**src/rtl/fetch_pkg.sv**
```systemverilog
// fetch_pkg: shared types and constants for the instruction-fetch stage.
//   INST_W / OFF_W       instruction word width, branch offset width
//   BS_*                 branch-select encodings driven by the decoder
//   state_t              fetch FSM states
package fetch_pkg;

  localparam int INST_W = 16;
  localparam int OFF_W  = 6;
  localparam int BS_W   = 3;

  localparam logic [BS_W-1:0] BS_BEQ  = 3'b000;  // taken when Z
  localparam logic [BS_W-1:0] BS_BNE  = 3'b001;  // taken when !Z
  localparam logic [BS_W-1:0] BS_BN   = 3'b010;  // taken when N
  localparam logic [BS_W-1:0] BS_BNN  = 3'b011;  // taken when !N
  localparam logic [BS_W-1:0] BS_NONE = 3'b100;  // 1xx: never taken

  typedef enum logic [1:0] {
    ST_IDLE   = 2'd0,
    ST_REQ    = 2'd1,
    ST_HOLD   = 2'd2,
    ST_HALTED = 2'd3
  } state_t;

endpackage

```
**src/rtl/fetch_unit_branch.sv**
```systemverilog
// branch_unit: combinational branch resolution for the fetch stage.
//   bs      in   3     branch select (see fetch_pkg BS_*)
//   z, n    in   1     ALU zero / negative flags
//   br_pc   in   PC_W  PC of the resolving branch
//   off     in   6     signed word offset
//   taken   out  1     branch condition holds
//   target  out  PC_W  br_pc + 1 + sext(off), wrapping modulo 2^PC_W
module branch_unit import fetch_pkg::*; #(
  parameter int PC_W = 8
) (
  input  logic [BS_W-1:0]  bs,
  input  logic             z,
  input  logic             n,
  input  logic [PC_W-1:0]  br_pc,
  input  logic [OFF_W-1:0] off,
  output logic             taken,
  output logic [PC_W-1:0]  target
);

  logic [PC_W-1:0] off_ext;

  // Width cast of a signed operand sign-extends the offset to PC width.
  assign off_ext = PC_W'(signed'(off));
  assign target  = br_pc + PC_W'(1) + off_ext;

  always_comb begin
    taken = 1'b0;
    if (bs < BS_NONE) begin
      unique case (bs)
        BS_BEQ:  taken = z;
        BS_BNE:  taken = ~z;
        BS_BN:   taken = n;
        BS_BNN:  taken = ~n;
        default: taken = 1'b0;
      endcase
    end
  end

endmodule

```
**src/rtl/fetch_unit.sv**
```systemverilog
// fetch_unit: instruction-fetch stage feeding the decoder.
//   CLK, RST                 clock (rising), async active-high reset
//   IMEM_REQ/ADDR/ACK/RDATA  word-read handshake to instruction memory;
//                            REQ held with ADDR stable until ACK
//   INST/INST_PC/INST_VALID  instruction register and its fetch address
//   STALL                    decoder not ready; INST consumed on VALID & !STALL
//   HLT                      current INST is a halt; stops fetch on consume
//   BR_VALID/BR_PC/BS/OFF/Z/N branch resolution from downstream
//   BR_TAKEN                 one-cycle pulse after a redirect is applied
//   HALTED                   core halted until reset
module fetch_unit import fetch_pkg::*; #(
  parameter int              PC_W     = 8,
  parameter logic [PC_W-1:0] RESET_PC = '0
) (
  input  logic              CLK,
  input  logic              RST,
  output logic              IMEM_REQ,
  output logic [PC_W-1:0]   IMEM_ADDR,
  input  logic              IMEM_ACK,
  input  logic [INST_W-1:0] IMEM_RDATA,
  output logic [INST_W-1:0] INST,
  output logic [PC_W-1:0]   INST_PC,
  output logic              INST_VALID,
  input  logic              STALL,
  input  logic              HLT,
  input  logic              BR_VALID,
  input  logic [PC_W-1:0]   BR_PC,
  input  logic [BS_W-1:0]   BS,
  input  logic [OFF_W-1:0]  OFF,
  input  logic              Z,
  input  logic              N,
  output logic              BR_TAKEN,
  output logic              HALTED
);

  state_t            state_q, state_d;
  logic [PC_W-1:0]   pc_q, pc_d;
  logic [PC_W-1:0]   addr_q, addr_d;
  logic [INST_W-1:0] inst_q, inst_d;
  logic [PC_W-1:0]   inst_pc_q, inst_pc_d;
  logic              inst_valid_q, inst_valid_d;
  logic              discard_q, discard_d;
  logic              req_q, req_d;
  logic              br_taken_q, br_taken_d;
  logic              halted_q, halted_d;

  logic              br_taken_raw;
  logic [PC_W-1:0]   br_target;
  logic              redirect;
  logic              consume;

  branch_unit #(.PC_W(PC_W)) u_branch (
    .bs     (BS),
    .z      (Z),
    .n      (N),
    .br_pc  (BR_PC),
    .off    (OFF),
    .taken  (br_taken_raw),
    .target (br_target)
  );

  assign redirect = BR_VALID & br_taken_raw & (state_q != ST_HALTED);
  assign consume  = (state_q == ST_HOLD) & inst_valid_q & ~STALL;

  always_comb begin
    state_d      = state_q;
    pc_d         = pc_q;
    inst_d       = inst_q;
    inst_pc_d    = inst_pc_q;
    inst_valid_d = inst_valid_q;
    discard_d    = discard_q;
    halted_d     = halted_q;
    br_taken_d   = redirect;

    if (redirect) begin
      pc_d         = br_target;
      inst_valid_d = 1'b0;
      state_d      = ST_REQ;
      // A request still in flight must finish at its old address; its data
      // is then thrown away. If it completes this very cycle it is dropped
      // here and nothing is left to discard.
      discard_d    = (state_q == ST_REQ) & ~IMEM_ACK;
    end else begin
      unique case (state_q)
        ST_IDLE: state_d = ST_REQ;
        ST_REQ: begin
          if (IMEM_ACK) begin
            if (discard_q) begin
              // Wrong-path data: drop it and re-request at the redirected PC.
              discard_d = 1'b0;
            end else begin
              inst_d       = IMEM_RDATA;
              inst_pc_d    = addr_q;
              inst_valid_d = 1'b1;
              pc_d         = pc_q + PC_W'(1);
              state_d      = ST_HOLD;
            end
          end
        end
        ST_HOLD: begin
          if (consume) begin
            inst_valid_d = 1'b0;
            if (HLT) begin
              state_d  = ST_HALTED;
              halted_d = 1'b1;
            end else begin
              state_d  = ST_REQ;
            end
          end
        end
        ST_HALTED: state_d = ST_HALTED;
        default:   state_d = ST_IDLE;
      endcase
    end

    // The address only moves when no request is outstanding, so it stays
    // stable for the full REQ..ACK window even across a redirect.
    addr_d = ((state_q == ST_REQ) && !IMEM_ACK) ? addr_q : pc_d;
    req_d  = (state_d == ST_REQ);
  end

  always_ff @(posedge CLK or posedge RST) begin
    if (RST) begin
      state_q      <= ST_IDLE;
      pc_q         <= RESET_PC;
      addr_q       <= '0;
      inst_q       <= '0;
      inst_pc_q    <= '0;
      inst_valid_q <= 1'b0;
      discard_q    <= 1'b0;
      req_q        <= 1'b0;
      br_taken_q   <= 1'b0;
      halted_q     <= 1'b0;
    end else begin
      state_q      <= state_d;
      pc_q         <= pc_d;
      addr_q       <= addr_d;
      inst_q       <= inst_d;
      inst_pc_q    <= inst_pc_d;
      inst_valid_q <= inst_valid_d;
      discard_q    <= discard_d;
      req_q        <= req_d;
      br_taken_q   <= br_taken_d;
      halted_q     <= halted_d;
    end
  end

  assign IMEM_REQ   = req_q;
  assign IMEM_ADDR  = addr_q;
  assign INST       = inst_q;
  assign INST_PC    = inst_pc_q;
  assign INST_VALID = inst_valid_q;
  assign BR_TAKEN   = br_taken_q;
  assign HALTED     = halted_q;

endmodule

```
**config.mk**
```make
export PLATFORM = sky130hd
export DESIGN_NAME = fetch_unit
export DESIGN_NICKNAME = d
export VERILOG_FILES = /design/src/rtl/fetch_pkg.sv /design/src/rtl/fetch_unit_branch.sv /design/src/rtl/fetch_unit.sv
export SDC_FILE = /design/constraint.sdc
export NUM_CORES = 1
export LEC_CHECK = 0
export CAP_MARGIN = 20
export CELL_PAD_IN_SITES_DETAIL_PLACEMENT = 1
export CELL_PAD_IN_SITES_GLOBAL_PLACEMENT = 1
export CORE_MARGIN = 3
export CORE_UTILIZATION = 40
export CTS_BUF_LIST = sky130_fd_sc_hd__clkbuf_4 sky130_fd_sc_hd__clkbuf_8
export DETAILED_ROUTE_END_ITERATION = 10
export PLACE_DENSITY = 0.87
export SYNTH_ARGS = -nofsm -noshare
export SYNTH_HDL_FRONTEND = slang
export SYNTH_SLANG_ARGS = --single-unit
export TNS_END_PERCENT = 5
```
**constraint.sdc**
```tcl
create_clock -name CLK -period 4.35 [get_ports CLK]
set_clock_uncertainty 0.1 [all_clocks]
set_input_delay 0.6525 -clock CLK [delete_from_list [all_inputs] [get_ports CLK]]
set_output_delay 0.6525 -clock CLK [all_outputs]
set_load 0.02 [all_outputs]
```
-- Word level (Yosys, flattened, before mapping)
Index checks and enable logic that the tools add are counted.
- output and inout bits: 36
- bits in registers: 47
- word-level logic and storage cells: 67
- bits of input ports: 41
- eq/ne operators: 11
- bitwise gates (word level): 11
- magnitude comparators: 1
- reductions and logical operators: 11
- add/sub/neg operators: 3
- muxes and demuxes: 20
- operators by type and width (kind ; number):
    $mux 8 ; 4
    $add 8x1->8 const B ; 2
    $reduce_and 4->1 ; 3
    $mux 2 ; 5
    $ne 3x3->1 const B ; 3
    $add 8x8->8 ; 1
    $mux 1 ; 8
    $pmux 2 s4 ; 1
    $eq 3x2->1 const B ; 2
    $not 1->1 ; 6
    $and 1x1->1 ; 5
    $eq 2x1->1 const B ; 2
    $eq 2x2->1 const B ; 2
    $pmux 1 s4 ; 1
    $reduce_bool 2->1 ; 2
    $eq 3x1->1 const B ; 1
    $logic_not 3->1 ; 1
    $lt 3x3->1 const B ; 1
    $reduce_bool 3->1 ; 1
    $logic_not 2->1 ; 1
    $ne 2x2->1 const B ; 1
    $pmux 1 s2 ; 1
    $reduce_and 2->1 ; 1
    $logic_and 1x1->1 ; 1
    $logic_not 1->1 ; 1

-- Depth between registers and ports, before layout
Gate-level depths: netlist (run 1).
- depth in word-level cells: 7
- gate-level depth with buffers: 9
- gate-level depth less buffers: 9

-- By module
Synthesis (run 1) repeated with hierarchy kept, for this count alone.
- cell total of the unflattened synthesis: 210
- area, all modules: 2359.8 um^2
- by module, submodules not included (module ; times used ; seq. area each (um^2) ; cells each ; area each (um^2)):
    fetch_unit ; 1 ; 1176.1 ; 160 ; 2005.7
    branch_unit ; 1 ; 0.0 ; 50 ; 354.1

-- Worst setup path after synthesis (run 1)
OpenSTA, ideal clock, no wires.
- path type: input -> register
- from: input BR_PC[0]
- to: register addr_q[4] (netlist: IMEM_ADDR[4])
- slack: 2046 ps
- arrival: 2079 ps
- cell stages on the path: 9
- path buffers: 0
- required time: 4125 ps
- library setup time: 125 ps
- cells stage by stage: inv_1 ha_1 inv_1 fa_1 a211oi_1 nor2_1 xnor2_1 mux2i_1 mux2_2
- cells in the longest elaborated chain, start to end: 3
- RTL lines (what ; RTL line ; source):
    start: declaration ; fetch_unit.sv:27 ; input logic [PC_W-1:0] BR_PC,
    $add 8x1->8 ; fetch_unit_branch.sv:24 ; assign target = br_pc + PC_W'(1) + off_ext;
    $add 8x8->8 ; fetch_unit_branch.sv:24 ;
    $mux 8 ; fetch_unit.sv:75 ; if (redirect) begin
    net pc_d[4] ; fetch_unit.sv:37 ; logic [PC_W-1:0] pc_q, pc_d;
    end signal: assignment ; fetch_unit.sv:137 ; addr_q <= addr_d;
    end: declaration ; fetch_unit.sv:38 ; logic [PC_W-1:0] addr_q, addr_d;
The timed path passes the listed nets, and every way through them passes these cells.
A chain may end at the register's enable or synchronous reset.

-- Worst setup path in the final report (run 1)
- from: input BR_VALID
- to: register addr_q[1] (netlist: IMEM_ADDR[1])
- cells in the longest elaborated chain, start to end: 3
- RTL lines (what ; RTL line ; source):
    start: declaration ; fetch_unit.sv:26 ; input logic BR_VALID,
    $and 1x1->1 (2 in a row) ; fetch_unit.sv:62 ; assign redirect = BR_VALID & br_taken_raw & (state_q != ST_HALTED);
    $mux 8 ; fetch_unit.sv:75 ;
    net pc_d[1] ; fetch_unit.sv:37 ;
The timed path passes the listed nets, and every way through them passes these cells.

==> metrics.csv, run 1 <==
stage,metric,value,unit
status,status,finished clean,
critical_path,required,4.45,ns
critical_path,cp-end-kind,flop,
synthesis,synth_xor_area_share,5.317,%
synthesis,ys_ff_latch,47,
synthesis,syn_inst,183,
finish,diodes,0,
synthesis,synth_edf_count,0,
sta,worstMarginPinSlew,0.9641,ns
synthesis,syn_area,2306,um^2
critical_path,path_max_fanout,19,
clock_tree,postCtsHoldBufs,0,
floorplan,core_region_area,5540,um^2
routing,wl,5246,um
sta,hold_viol,0,
finish,regArea,1176,um^2
finish,multi_input_area,1047,um^2
global_route,use_met3,4.276,%
global_route,overflow,0,
routing,drt-initial-drc-count,56,
sta,finalSetupTns,0,ns
synthesis,synth.top_cell.area_share,51.00,%
pwr,p_leak,1.328,nW
synthesis,netlist_top_cells_area,"dfrtp_1, mux2_2, ha_1",
synthesis,synth-simple-area-share,9.604,%
clock_tree,clock_path_buffers,2,
clock_tree,post_cts_buffers,0,
clock_tree,root_buffer,clkbuf_8,
pwr,peakVddDrop,0.4049,mV
finish,nets,309,
placement,place.port_buffers,76,
synthesis,yosysTopAreaCell,dfrtp_1,
pwr,p_total,2.138,mW
sta,slew_violations,0,
clock_tree,worstSkewPairLatency,0.30,ns
synthesis,synth-compound-area-share,7.054,%
synthesis,yosys.area_share.adder,5.209,%
routing,wire_per_inst,15.80,um
placement,place.gp.congestion,0.7445,
global_route,grt_use_total,16.46,%
clock_tree,htreeDepth,2,
finish,drive_gt1_share,18.46,%
synthesis,synth-warning-count,0,
sta,setup_viol,0,
sta,finalCritPeriodShare,60.04,%
critical_path,crit_arrival,2.71,ns
sta,rsz0062_at_grt,no,
synthesis,syn_area_per_cell,12.60,um^2
critical_path,crit_type,input pin to flop,
global_route,grt_pass1_wl,8362,um
synthesis,synth_top_family_by_area,multiplexers,
job,maxCapViolations,0,
routing,dr_total_vias,1690,
min_path,hold_path_class,flop to flop,
placement,hpwlAfterDp,3922,um
global_route,grt_max_degree,48,
routing,first_pass_iters,2,
synthesis,ys.flop_type,dfrtp_1,
sta,maxSlewHeadroom,35.64,%
synthesis,seq_area_frac_synth,51.00,%
global_route,grt_use_met2,28.76,%
routing,drc,0,
critical_path,cp-start-kind,input pin,
finish,nFillCells,593,
routing,drtAntennaViolNets,0,
floorplan,dieArea,6712,um^2
clock_tree,numCtsBuffers,5,
routing,via_per_inst,5.090,
global_route,gr-usage-met1,20.03,%
sta,fmax,382.9,MHz
global_route,top_usage_layer,met2,
pwr,powerDensity,668.0,nW/um^2
sta,post-route-min-period,2.612,ns
floorplan,io_pins,77,
synthesis,ys_async_sr_fraction,100.0,%
finish,fin_util,57.77,%
clock_tree,cts_sinks,47,
floorplan,rows,27,
global_route,grt_pass1_vias,1727,
floorplan,initial_core_util,41.62,%
floorplan,die_y,81.93,um
global_route,antenna_found_initial,0,
clock_tree,clkTransAtPathRegs,0.09,ns
floorplan,die_w,81.93,um
clock_tree,ctsResizeCount,0,
clock_tree,tritoncts,built,
finish,syn2layout_area_growth,38.80,%
synthesis,synth_mux_area_share,18.23,%
synthesis,syn-num-nets,233,
synthesis,synth_cell_type_count,37,
-- registers in the layout, summed over array words and instances, names as in the netlist --
register,count
IMEM_ADDR,8
HALTED,1
IMEM_REQ,1
pc_q,8
BR_TAKEN,1
state_q,2
INST,16
INST_VALID,1
discard_q,1
INST_PC,8
-- power breakdown --
group | total (mW) | internal (mW) | switching, mW
Clock | 0.293 | 0.145 | 0.148
Sequential | 0.805 | 0.653 | 0.152
Combinational | 1.04 | 0.559 | 0.481
-- kinds of logic (layout without fill, tap and decap cells) --
group | count (synthesis) | after routing
buffers and inverters | 13 | 90
adders and majority gates | 9 | 9
DFF | 47 | 47
muxes | 37 | 37
AOI/OAI and AO/OA | 25 | 25
xor gates and xnor gates | 14 | 14
and+or+nand+nor | 38 | 38
-- per-layer routing --
metal / share of wire, % / routed length (um) / vias up
met5: 0 / 0 / -
met4: 0.88 / 46 / 0
met3: 5.8 / 302 / 6
met2: 52 / 2725 / 45
met1: 41 / 2171 / 842
li1: - / - / 797
-- cell usage in the layout, fill, tap and decap left out, types with 3 or more instances in the layout --
cell type,synthesis,final
clkdlybuf4s50_1,0,76
nor3b_1,3,3
or2_2,3,3
xor2_1,5,5
xnor2_1,9,9
a21oi_1,9,9
nor2_1,10,10
inv_1,6,5
nand2_1,4,4
clkbuf_8,0,7
mux2_2,29,29
a211oi_1,3,3
ha_1,8,8
mux2i_1,5,5
nand4_1,5,5
dfrtp_1,47,47
o21ai_0,6,6
-- stage by stage --
stage          hold slack (ns)  setup slack, ns  instance area [um^2]  std cells
4_1_cts                 0.3795            1.723                  3201        332
2_1_floorplan           0.4558            2.046                  2306        183
3_5_place_dp            0.3580            1.389                  3097        324
6_report                0.3765            1.738                  3201        332
3_3_place_gp            0.3540            1.474                  3097        324
5_1_grt                 0.3984            1.591                  3201        332
-- synth_stat cells, types with 2 or more instances --
cell type,count
a211oi_1,3
a21oi_1,9
and3_1,2
buf_2,3
buf_6,4
dfrtp_1,47
ha_1,8
inv_1,6
mux2_2,29
mux2_4,2
mux2i_1,5
nand2_1,4
nand2b_1,2
nand4_1,5
nor2_1,10
nor3_1,2
nor3b_1,3
o21ai_0,6
or2_2,3
xnor2_1,9
xor2_1,5
-- final cells by class --
type / count / area share, %
multi-input combinational: 123 / 32.72
clock inverter: 1 / 0.2346
inverter: 6 / 0.7037
sequential: 47 / 36.75
tap: 72 / 2.815
clock buffer: 7 / 3.010
timing repair buffer: 76 / 23.77
-- final timing paths --
| path | start | endpoint | slack [ns] | depth (start not counted) |
|---|---|---|---|---|
| worst max-delay path | BR_VALID | IMEM_ADDR[1]$_DFFE_PP0N_ | 1.74 | 6 |
| worst min-delay path | HALTED$_DFFE_PP0P_ | HALTED$_DFFE_PP0P_ | 0.38 | 1 |
| worst max register to register | state_q[1]$_DFF_PP0_ | INST[8]$_DFFE_PP0P_ | 2.17 | 3 |
| worst min register to register | HALTED$_DFFE_PP0P_ | HALTED$_DFFE_PP0P_ | 0.38 | 1 |
| max in group asynchronous | RST | IMEM_ADDR[4]$_DFFE_PP0N_ | 2.76 | 2 |
| min in group asynchronous | RST | INST_PC[1]$_DFFE_PP0P_ | 0.78 | 2 |
-- worst max-delay path, cell delays in order --
cell             delay [ns]
clkdlybuf4s50_1        0.47
nor3b_1                0.25
mux2i_2                0.19
a21oi_4                0.48
mux2_2                 0.41
mux2_4                 0.25
Note: power is estimated with default switching activity, not from simulation.
==> run 2: changes to the inputs <==
Settings changed: CORE_UTILIZATION 40 to 33, PLACE_DENSITY 0.87 to 0.77.
Clock period 4.35 ns to 2.2 ns, I/O delays scaled along.
==> run 2 against run 1 <==
Effect of this change: clock-buffer cell count increased by 1; register-to-register slack got worse by 1.8 ns; clock power increased by 95%; sequential power increased by 94%; largest cell class unchanged; critical endpoint is now INST[0]$_DFFE_PP0P_; utilization decreased by 6.1 points; critical path type unchanged; highest routed layer unchanged; non-clock buffer count increased by 16; die area increased by 20%.
==> metrics.csv, run 2 (same netlist as run 1, synthesis figures left out) <==
stage,metric,value,unit,change
status,status,finished clean,,unchanged
routing,wire_per_inst,14.34,um,was 15.80 um
global_route,grt_max_degree,35,,was 48
finish,final_common_cell,clkdlybuf4s50_1,,unchanged
critical_path,cp_num_buf_inv,3,,was 1
critical_path,cp_cell_sequence,"clkdlybuf4s50_1, mux2i_1, mux2i_2, buf_4, nand2_2, buf_12, mux2_2",,"was clkdlybuf4s50_1, nor3b_1, mux2i_2, a21oi_4, mux2_2, mux2_4"
routing,drc,0,,unchanged
placement,pre_cts_ws,-0.3461,ns,was 1.389 ns
global_route,grt_pass1_wl,8431,um,was 8362 um
clock_tree,htreeDepth,2,,unchanged
clock_tree,clkTransAtPathRegs,0.08,ns,was 0.09 ns
clock_tree,postCtsHoldBufs,0,,unchanged
min_path,hold_path_class,input pin to asynchronous set/reset pin,,was flop to flop
clock_tree,numCtsBuffers,5,,unchanged
floorplan,io_pins,77,,unchanged
sta,post-route-min-period,2.051,ns,
pwr,powerDensity,1270,nW/um^2,was 668.0 nW/um^2
sta,hold_viol,0,,unchanged
clock_tree,root_buffer,clkbuf_8,,unchanged
critical_path,cp-end-kind,flop,,unchanged
floorplan,core_region_area,6568,um^2,was 5540 um^2
placement,hpwlAfterDp,4174,um,was 3922 um
routing,first_pass_iters,4,,was 2
floorplan,dieArea,8026,um^2,was 6712 um^2
placement,place.port_buffers,76,,unchanged
routing,dr_total_vias,1721,,was 1690
critical_path,r2r_cells,4,,was 3
job,maxCapViolations,0,,unchanged
global_route,overflow,0,,unchanged
critical_path,cp-start-kind,input pin,,unchanged
clock_tree,tritoncts,built,,unchanged
global_route,grt_pass1_vias,1819,,was 1727
sta,fmax,487.5,MHz,
floorplan,die_y,89.59,um,was 81.93 um
finish,finalInstanceArea,3391,um^2,was 3201 um^2
sta,rsz0062_at_grt,no,,unchanged
critical_path,crit_slowest_cell,clkdlybuf4s50_1,,was a21oi_4
sta,worstMarginPinSlew,0.5148,ns,was 0.9641 ns
finish,nets,325,,was 309
floorplan,die_w,89.59,um,was 81.93 um
critical_path,path_delay_family,multiplexers,,unchanged
clock_tree,clock_path_buffers,2,,unchanged
pwr,peakVddDrop,0.7836,mV,was 0.4049 mV
critical_path,crit_path_max_incr_delay,0.47,ns,was 0.48 ns
finish,syn2layout_area_growth,47.04,%,was 38.80%
floorplan,initial_core_util,35.11,%,was 41.62%
critical_path,cp.depth,7,,was 6
floorplan,rows,29,,was 27
pwr,p_total,4.306,mW,was 2.138 mW
placement,dp_cells,360,,was 324
critical_path,crit_type,input pin to flop,,unchanged
critical_path,path_max_fanout,24,,was 19
routing,wl,5290,um,was 5246 um
routing,via_per_inst,4.664,,was 5.090
sta,maxSlewHeadroom,65.60,%,was 35.64%
sta,finalCritPeriodShare,93.24,%,
sta,setup_ws,0.1486,ns,was 1.738 ns
finish,final_cell_mix,"clkdlybuf4s50_1, dfrtp_1, mux2_2",,unchanged
placement,placed_area,3261,um^2,was 3097 um^2
sta,finalSetupTns,0,ns,unchanged
pwr,p_leak,1.441,nW,was 1.328 nW
routing,drtAntennaViolNets,0,,unchanged
routing,drt-initial-drc-count,37,,was 56
finish,drive_gt1_share,24.64,%,was 18.46%
sta,slew_violations,0,,unchanged
finish,diodes,0,,unchanged
global_route,grt_use_total,13.52,%,was 16.46%
critical_path,required,2.28,ns,was 4.45 ns
clock_tree,worstSkewPairLatency,0.29,ns,was 0.30 ns
sta,setup_viol,0,,unchanged
critical_path,crit_arrival,2.13,ns,was 2.71 ns
clock_tree,cts_sinks,47,,unchanged
finish,largest_reg_flops,16,,unchanged
global_route,antenna_found_initial,0,,unchanged
placement,place.gp.congestion,0.7987,,was 0.7445
finish,fin_cells,369,,was 332
-- run 2: repair_timing --
action                                  in CTS  in global routing
pin swaps                                    0                  6
endpoints found under the setup margin       3                  3
gates resized for setup                      1                  6
setup buffers                                0                  1
-- run 2: layer usage --
metal	up-vias	share of wire (%)	global-route usage, %
met4	0	0.15	2.030
li1	830	-	-
met1	847	44	17.10
met2	42	50	23.54
met5	-	0	0
met3	2	5.3	3.741
-- run 2: path summary, 6_finish.rpt --
path	from	endpoint	slack [ns]
hold reg to reg	HALTED$_DFFE_PP0P_	HALTED$_DFFE_PP0P_	0.39
setup / recovery	BS[1]	INST[0]$_DFFE_PP0P_	0.15
max in group asynchronous	RST	INST[4]$_DFFE_PP0P_	1.30
min in group CLK	BR_PC[0]	pc_q[0]$_DFF_PP0_	0.38
setup reg to reg	state_q[1]$_DFF_PP0_	IMEM_ADDR[6]$_DFFE_PP0N_	0.37
hold / removal	RST	INST[7]$_DFFE_PP0P_	0.21
-- run 2: per-stage QoR --
stage          utilization [%]  hold slack (ns)
3_5_place_dp             49.65           0.3705
2_1_floorplan                -           0.3804
3_3_place_gp             49.65           0.3585
4_1_cts                  51.31           0.2087
6_report                 51.63           0.2078
5_1_grt                  51.63           0.2335
-- run 2: area by class of cell --
class                      instances  area, um^2
clock buffer                       8       103.9
inverter                           6       22.52
sequential                        47        1176
tap                               93       116.4
timing repair buffer              92       910.9
fill                             697        3177
multi-input combinational        123        1061
-- run 2: power breakdown --
part | switching (mW) | internal (mW)
combinational | 0.999 | 1.18
sequential | 0.266 | 1.29
clock | 0.270 | 0.299
==> run 3: changes to the inputs <==
Settings changed: REMOVE_ABC_BUFFERS from default to 1.
==> run 3 against run 2 <==
Effect of this change: non-clock buffer count decreased by 1; utilization decreased by 0.34 points; via count increased by 0.41%; cell count decreased by 0.27%; flip-flop and latch count unchanged; fmax decreased by 0.15%; die area unchanged; critical endpoint is now IMEM_ADDR[4]$_DFFE_PP0N_; largest power group unchanged.
==> metrics.csv, run 3 (same netlist as run 1, synthesis figures left out) <==
stage,metric,value,unit,change
critical_path,cp-end-kind,flop,,unchanged
finish,largest_reg_flops,16,,unchanged
placement,dp_cells,360,,unchanged
critical_path,required,2.29,ns,was 2.28 ns
finish,nets,324,,was 325
routing,wl,5370,um,was 5290 um
sta,worstMarginPinSlew,0.5451,ns,was 0.5148 ns
global_route,antenna_found_initial,0,,unchanged
clock_tree,clock_path_buffers,2,,unchanged
floorplan,initial_core_util,35.11,%,unchanged
finish,final_cell_mix,"clkdlybuf4s50_1, dfrtp_1, mux2_2",,unchanged
finish,final_common_cell,clkdlybuf4s50_1,,unchanged
clock_tree,numCtsBuffers,5,,unchanged
finish,drive_gt1_share,24.36,%,was 24.64%
pwr,p_total,4.247,mW,was 4.306 mW
clock_tree,worstSkewPairLatency,0.30,ns,was 0.29 ns
critical_path,crit_type,input pin to flop,,unchanged
pwr,peakVddDrop,0.8024,mV,was 0.7836 mV
min_path,hold_path_class,input pin to asynchronous set/reset pin,,unchanged
critical_path,path_max_fanout,9,,was 24
clock_tree,cts_sinks,47,,unchanged
placement,pre_cts_ws,-0.4076,ns,was -0.3461 ns
critical_path,cp-start-kind,input pin,,unchanged
finish,diodes,0,,unchanged
sta,whs,0.2497,ns,was 0.2078 ns
routing,via_per_inst,4.696,,was 4.664
status,status,finished clean,,unchanged
routing,drtAntennaViolNets,0,,unchanged
finish,finalInstanceArea,3368,um^2,was 3391 um^2
sta,setup_ws,0.1456,ns,was 0.1486 ns
sta,post-route-min-period,2.054,ns,was 2.051 ns
clock_tree,clkTransAtPathRegs,0.08,ns,about the same
clock_tree,root_buffer,clkbuf_8,,unchanged
clock_tree,tritoncts,built,,unchanged
floorplan,core_region_area,6568,um^2,unchanged
global_route,grt_pass1_wl,8349,um,was 8431 um
routing,dr_total_vias,1728,,was 1721
placement,hpwlAfterDp,4094,um,was 4174 um
routing,drt-initial-drc-count,51,,was 37
sta,setup_viol,0,,unchanged
sta,hold_viol,0,,unchanged
global_route,grt_use_total,13.62,%,was 13.52%
sta,slew_violations,0,,unchanged
job,maxCapViolations,0,,unchanged
placement,placed_area,3261,um^2,unchanged
clock_tree,postCtsHoldBufs,0,,unchanged
sta,finalCritPeriodShare,93.38,%,was 93.24%
routing,drc,0,,unchanged
floorplan,dieArea,8026,um^2,unchanged
pwr,p_leak,1.431,nW,was 1.441 nW
global_route,grt_pass1_vias,1779,,was 1819
sta,fmax,486.8,MHz,was 487.5 MHz
routing,first_pass_iters,4,,unchanged
clock_tree,htreeDepth,2,,unchanged
finish,fin_cells,368,,was 369
placement,place.gp.congestion,0.7800,,was 0.7987
critical_path,crit_arrival,2.14,ns,was 2.13 ns
floorplan,die_y,89.59,um,unchanged
sta,maxSlewHeadroom,63.58,%,was 65.60%
sta,rsz0062_at_grt,no,,unchanged
pwr,powerDensity,1261,nW/um^2,was 1270 nW/um^2
global_route,overflow,0,,unchanged
finish,fin_util,51.29,%,was 51.63%
floorplan,io_pins,77,,unchanged
global_route,grt_max_degree,30,,was 35
floorplan,rows,29,,unchanged
floorplan,die_w,89.59,um,unchanged
placement,place.port_buffers,76,,unchanged
sta,finalSetupTns,0,ns,unchanged
finish,syn2layout_area_growth,46.07,%,was 47.04%
routing,wire_per_inst,14.59,um,was 14.34 um
## run 3: changes by cell type in the layout (fill, tap and decap cells not counted)
cell,previous run,this run
clkbuf_4,1,2
buf_4,14,13
clkbuf_8,7,5
clkinv_2,0,1
## run 3: final timing paths
check | start | to | cells after the start | slack, ns
max | BS[1] | IMEM_ADDR[4]$_DFFE_PP0N_ | 7 | 0.15
max reg2reg | discard_q$_DFFE_PP0P_ | IMEM_ADDR[4]$_DFFE_PP0N_ | 6 | 0.34
min in group CLK | BR_PC[0] | pc_q[0]$_DFF_PP0_ | 4 | 0.37
min | RST | INST[7]$_DFFE_PP0P_ | 2 | 0.25
max in group asynchronous | RST | IMEM_ADDR[2]$_DFFE_PP0N_ | 3 | 1.25
min reg2reg | HALTED$_DFFE_PP0P_ | HALTED$_DFFE_PP0P_ | 1 | 0.38
## run 3: worst max-delay path, cell delays in order
cell and delay (ns):
clkdlybuf4s50_1 0.48, mux2i_1 0.26, mux2i_2 0.38, a21oi_4 0.10
buf_4 0.19, mux2i_1 0.14, mux2_4 0.26
## run 3: power breakdown
part           internal [mW]  switching [mW]  leakage (nW)
clock network          0.248           0.284        0.0491
registers               1.29           0.263         0.556
logic                   1.17           0.985         0.826
## run 3: final cells by class
type / count / area (um^2)
Inverter: 6 / 22.52
Timing Repair Buffer: 91 / 903.4
Sequential cell: 47 / 1176
Fill cell: 698 / 3199
Clock buffer: 7 / 83.83
Tap cell: 93 / 116.4
Multi-Input combinational cell: 123 / 1061
Clock inverter: 1 / 5.005
## run 3: per-layer routing
| metal | track usage (%) | wire length, um | vias to the layer above |
|---|---|---|---|
| li1 | - | - | 832 |
| met1 | 16.90 | 2338 | 843 |
| met2 | 23.34 | 2677 | 46 |
| met3 | 3.741 | 296 | 7 |
| met4 | 3.654 | 57 | 0 |
| met5 | 0 | 0 | - |
## run 3: timing repair
item / in CTS / in global routing
endpoints found under the setup margin: 3 / 3
pin swaps: 0 / 9
resized for setup: 1 / 6
buffers inserted: 0 / 0
